**src/rtl/mode_pkg.sv**
```systemverilog
// Shared encodings for the calculator mode/operation sequencer.
package mode_pkg;

    localparam int OP_W = 2;

    typedef enum logic [1:0] {
        MODE_ARITH   = 2'd0,
        MODE_LOGIC   = 2'd1,
        MODE_COMPARE = 2'd2,
        MODE_MAGIC   = 2'd3
    } mode_e;

    typedef enum logic {
        ST_MANUAL = 1'b0,
        ST_AUTO   = 1'b1
    } state_e;

    function automatic mode_e next_mode(input mode_e m);
        return mode_e'(m + 2'd1);
    endfunction

endpackage

```
**src/rtl/key_debouncer.sv**
```systemverilog
// Synchronizes one active-low key, debounces it and emits a one-cycle press event.
module key_debouncer #(
    parameter int DEBOUNCE_CYCLES = 500000
) (
    input  logic clk,
    input  logic reset,
    input  logic key_n,
    output logic press
);

    localparam int CW = $clog2(DEBOUNCE_CYCLES);
    localparam logic [CW-1:0] CNT_MAX = CW'(DEBOUNCE_CYCLES - 1);

    logic          r_sync1;
    logic          r_sync2;
    logic          r_stable;
    logic          r_stable_d;
    logic [CW-1:0] r_cnt;

    always_ff @(posedge clk) begin
        if (reset) begin
            r_sync1    <= 1'b1;
            r_sync2    <= 1'b1;
            r_stable   <= 1'b1;
            r_stable_d <= 1'b1;
            r_cnt      <= '0;
        end else begin
            r_sync1    <= key_n;
            r_sync2    <= r_sync1;
            r_stable_d <= r_stable;
            // The sample that completes the run flips the stable level.
            if (r_sync2 != r_stable) begin
                if (r_cnt == CNT_MAX) begin
                    r_stable <= r_sync2;
                    r_cnt    <= '0;
                end else begin
                    r_cnt <= r_cnt + CW'(1);
                end
            end else begin
                r_cnt <= '0;
            end
        end
    end

    assign press = r_stable_d & ~r_stable;

endmodule

```
**src/rtl/mode_sequencer.sv**
```systemverilog
// Drives the datapath MODE/OPERATION selects from debounced keys, with an auto-scan demo state.
module mode_sequencer
    import mode_pkg::*;
#(
    parameter int DEBOUNCE_CYCLES = 500000,
    parameter int DWELL_CYCLES    = 50000000
) (
    input  logic            clk,
    input  logic            reset,
    input  logic [1:0]      key_n,
    input  logic [OP_W-1:0] sw_op,
    output logic [1:0]      mode,
    output logic [OP_W-1:0] operation,
    output logic            auto_active,
    output logic            step
);

    localparam int DW = $clog2(DWELL_CYCLES);
    localparam logic [DW-1:0]   DWELL_MAX = DW'(DWELL_CYCLES - 1);
    localparam logic [OP_W-1:0] OP_MAX    = '1;

    logic w_ev0;
    logic w_ev1;

    key_debouncer #(.DEBOUNCE_CYCLES(DEBOUNCE_CYCLES)) u_key0 (
        .clk   (clk),
        .reset (reset),
        .key_n (key_n[0]),
        .press (w_ev0)
    );

    key_debouncer #(.DEBOUNCE_CYCLES(DEBOUNCE_CYCLES)) u_key1 (
        .clk   (clk),
        .reset (reset),
        .key_n (key_n[1]),
        .press (w_ev1)
    );

    state_e          r_state, w_state_n;
    mode_e           r_mode, w_mode_n;
    logic [OP_W-1:0] r_op, w_op_n;
    logic [DW-1:0]   r_dwell, w_dwell_n;
    mode_e           r_mode_prev;
    logic [OP_W-1:0] r_op_prev;
    logic            r_step;

    always_ff @(posedge clk) begin
        if (reset) begin
            r_state     <= ST_MANUAL;
            r_mode      <= MODE_ARITH;
            r_op        <= '0;
            r_dwell     <= '0;
            r_mode_prev <= MODE_ARITH;
            r_op_prev   <= '0;
            r_step      <= 1'b0;
        end else begin
            r_state     <= w_state_n;
            r_mode      <= w_mode_n;
            r_op        <= w_op_n;
            r_dwell     <= w_dwell_n;
            r_mode_prev <= r_mode;
            r_op_prev   <= r_op;
            r_step      <= (r_mode != r_mode_prev) || (r_op != r_op_prev);
        end
    end

    always_comb begin
        w_state_n = r_state;
        w_mode_n  = r_mode;
        w_op_n    = r_op;
        w_dwell_n = r_dwell;

        if (w_ev0) w_mode_n = next_mode(r_mode);

        unique case (r_state)
            ST_MANUAL: begin
                if (w_ev1) begin
                    w_state_n = ST_AUTO;
                    w_op_n    = '0;
                    w_dwell_n = '0;
                end else begin
                    w_op_n = sw_op;
                end
            end
            ST_AUTO: begin
                // Key events win over a dwell terminal count in the same cycle.
                if (w_ev1) begin
                    w_state_n = ST_MANUAL;
                    w_op_n    = sw_op;
                end else if (w_ev0) begin
                    w_op_n    = '0;
                    w_dwell_n = '0;
                end else if (r_dwell == DWELL_MAX) begin
                    w_dwell_n = '0;
                    w_op_n    = r_op + OP_W'(1);
                    if (r_op == OP_MAX) w_mode_n = next_mode(r_mode);
                end else begin
                    w_dwell_n = r_dwell + DW'(1);
                end
            end
            default: w_state_n = ST_MANUAL;
        endcase
    end

    assign mode        = r_mode;
    assign operation   = r_op;
    assign auto_active = (r_state == ST_AUTO);
    assign step        = r_step;

endmodule
```
**config.mk**
```make
export PLATFORM = sky130hd
export DESIGN_NAME = mode_sequencer
export DESIGN_NICKNAME = d
export VERILOG_FILES = /design/src/rtl/mode_pkg.sv /design/src/rtl/key_debouncer.sv /design/src/rtl/mode_sequencer.sv
export SDC_FILE = /design/constraint.sdc
export NUM_CORES = 1
export LEC_CHECK = 0
export BUFFER_PORTS_ARGS = -buffer_cell sky130_fd_sc_hd__buf_4
export CAP_MARGIN = 20
export CORE_UTILIZATION = 30
export DETAILED_ROUTE_END_ITERATION = 10
export MAX_ROUTING_LAYER = met4
export SLEW_MARGIN = 15
export SYNTH_ARGS = -nofsm -noshare
export SYNTH_HDL_FRONTEND = slang
export SYNTH_SLANG_ARGS = --single-unit
```
**constraint.sdc**
```tcl
create_clock -name clk -period 2.6 [get_ports clk]
set_input_delay 0.26 -clock clk [delete_from_list [all_inputs] [get_ports clk]]
set_output_delay 0.26 -clock clk [all_outputs]
set_load 0.02 [all_outputs]
```
==> impl_results.md <==
- Outcome: finished clean
- Mapped cell area: 3720 um^2
- Core region area: 12100 um^2
- Required @ worst endpoint: 2870 ps
- Combinational share of power: 2.7%
- Drt total wl: 7180 um
- Syn Area/Cell: 8.77 um^2
- Starting Density: 30.8%
- Gpl congestion: 0.807
- DR WL/cell: 11.8 um
- Yosys warnings: 0
- CTS tree: done
- CP startpoint: r_dwell[1]
- Synth area leader: dfxtp_1
- Net Sw Power: 0.515 mW
- Hpwl dp: 4970 um
- Worst-path clk slew: 60 ps
- Flop pwr share: 51.1%
- Async SR Flop Fraction: 0%
- Drt first pass iters: 4
- Setup Skew: 6.57 ps
- Final Util: 35.2%
- Unrepaired setup endpoints after global routing: no
- Buffers on Ports: 11
- Seq/Total Area, Yosys: 44.2%
- Post-route clock period utilization: 83.1%
- Post-cts hold buffer count: 0
- Die area: 12800 um^2
- H-tree levels: 3
- Cell Rows: 40
- Vias: 2872
- # IOs: 12
- CP Class: flip-flop to flip-flop
- All-Layer GR Usage: 12.4%
- Max Cap Viol: 0
- Max IR drop VDD: 0.268 mV
- Library cells used by synthesis: 46
- Remaining DRCs: 0
- Placed Cells: 591
- Commonest cells after routing, fill and taps aside: dfxtp_1 (82), nor2_1 (72), xnor2_1 (35)
- Sw Share: 20.6%
- Clock Power Share: 46.2%
- Place WS: 476 ps
- Postcts setup bufs: 0
- Inserted Diodes: 0
- Routed Antenna Nets: 0
- Most common cell after layout, fill and taps aside: dfxtp_1
- Post-cts resize count: 0
- Leading post-synthesis cells by cell area: dfxtp_1 (44%), xnor2_1 (8.2%), nor2_1 (7.3%)
- Measured slew at the worst slew-check pin: 651 ps
- Pins over their slew limit: 0
- First-pass GRT wire length: 12300 um
- Die outline height: 113 um
- Layout cells sized above 1: 10.5%
- Nets: 444
- Largest net degree at the start of global routing: 27
- Vias in the first global route: 2693
- Num CTS Buffers: 9
- Initial antenna violation count: 0
- Setup TNS: 0 ps
- GRT overflow: 0
- Top FF cell, synth: dfxtp_1
- Sink Count: 82
- Critical R2R Launch: r_dwell[1]
- Element type at the critical path end: flip-flop
- Post-Layout Cell Count: 606
- # setup viols final: 0
- Critical path fanouts, max: 14
- Final hold violation count: 0
- Vias per cell: 4.74
- Layout area overhead: 14.3%
- Fin crit period: 2160 ps
- EDFF count, synth: 0
- Syn_nets: 434
- DR iter-0 viols: 148
- Clk Latency, worst-skew pair: 340 ps
- Clock tree root driver cell: clkbuf_16
- HP Start: key_n[1]
- Hold Crit Class: primary input to flip-flop
- CTS max path bufs: 2
- Slew HR: 56.5%
- Lkg Pwr: 1.36 nW
- Worst setup SP type: flip-flop
- Power Internal: 1.99 mW
- Die width: 113 um
- CP Data Arrival Time: 2420 ps
- Tot Pwr: 2.50 mW
- Worst setup margin: 441 ps
- Share of the synthesized area in the top cell type: 44.2%
- Synthesized flop and latch total: 82
- Cells after Synth: 424
- Fmax: 0.463 GHz
- PD cells: 589 nW/um^2
==> final timing paths <==
| kind | endpoint | slack (ps) | cells after the start |
|---|---|---|---|
| min reg2reg | u_key0.r_sync2 | 410 | 1 |
| max | operation[0] | 440 | 6 |
| min | u_key1.r_sync1 | 110 | 2 |
| max reg2reg | operation[0] | 440 | 6 |
==> cells in the mapped netlist (3+ instances only) <==
| master | count |
|---|---|
| or3_1 | 3 |
| dfxtp_1 | 82 |
| nor2_1 | 72 |
| nor4_1 | 10 |
| inv_1 | 9 |
| nand2b_1 | 4 |
| and3_1 | 10 |
| nor3_1 | 13 |
| mux2i_1 | 4 |
| clkbuf_1 | 11 |
| or2_2 | 10 |
| buf_2 | 5 |
| nand3_1 | 26 |
| xor2_1 | 26 |
| xnor2_1 | 35 |
| ha_1 | 4 |
| nand2_1 | 33 |
| nand4_1 | 15 |
| or4_1 | 4 |
| and4_1 | 7 |
| nor2b_1 | 4 |
| a31oi_1 | 3 |
| nor4b_1 | 5 |
==> final cells by class <==
type | instances | area [um^2]
clock inverters | 3 | 15.0
clock buffers | 12 | 256
well taps | 168 | 210
flip-flops and latches | 82 | 1640
multi-input cells | 315 | 1970
inverters | 10 | 37.5
fillers | 1251 | 7810
repair buffers | 16 | 120
==> through the flow <==
| step | hold WS (ps) | area, um^2 |
|---|---|---|
| 2_1_floorplan | 343 | 3720 |
| 6_report | 108 | 4250 |
| 3_3_place_gp | 392 | 3980 |
| 3_5_place_dp | 398 | 3980 |
| 4_1_cts | 94.7 | 4250 |
| 5_1_grt | 107 | 4250 |
==> flip-flops by register name, summed over array words and instances, names as in the netlist <==
name,flops
u_key1.r_sync1,1
u_key1.r_sync2,1
u_key0.r_sync2,1
operation,2
u_key0.r_stable,1
mode,2
r_op_prev,2
step,1
u_key1.r_cnt,19
u_key1.r_stable_d,1
u_key1.r_stable,1
auto_active,1
r_mode_prev,2
u_key0.r_sync1,1
u_key0.r_stable_d,1
r_dwell,26
u_key0.r_cnt,19
==> logic make-up after synthesis <==
logic type               count (synthesis)  synth area share [%]
flip-flops                              82                  44.2
AO/OA/AOI/OAI                           19                  4.48
XOR/XNOR                                61                  14.4
buffers and inverters                   27                  2.93
AND/OR/NAND/NOR                        227                  31.6
adder cells (fa/ha/maj)                  4                  1.35
multiplexers                             4                  1.08
==> worst max-delay path, cell delays in order, from the launching register on <==
cell and delay [ps]:
dfxtp_1 400, ha_1 280, nand2_1 70, or2_4 250, o311a_4 440, or4_1 480
a31oi_1 160
==> metal layers <==
layer  track usage (%)  wire, um
met1              14.7      3490
met2              20.0      3370
met3              4.66       265
met4              2.89        48
met5                 -         0
==> power groups by stage <==
| stage | clock (mW) | combinational (mW) | sequential [mW] |
|---|---|---|---|
| 6_report | 1.16 | 0.0677 | 1.28 |
| 3_3_place_gp | 0 | 0.0678 | 1.31 |
| 5_1_grt | 1.26 | 0.0743 | 1.28 |
| 4_1_cts | 1.20 | 0.0689 | 1.28 |
| 3_5_place_dp | 0 | 0.0688 | 1.31 |
| 2_1_floorplan | 0 | 0.0341 | 1.31 |
No activity file was read; power rests on OpenSTA's default activity.
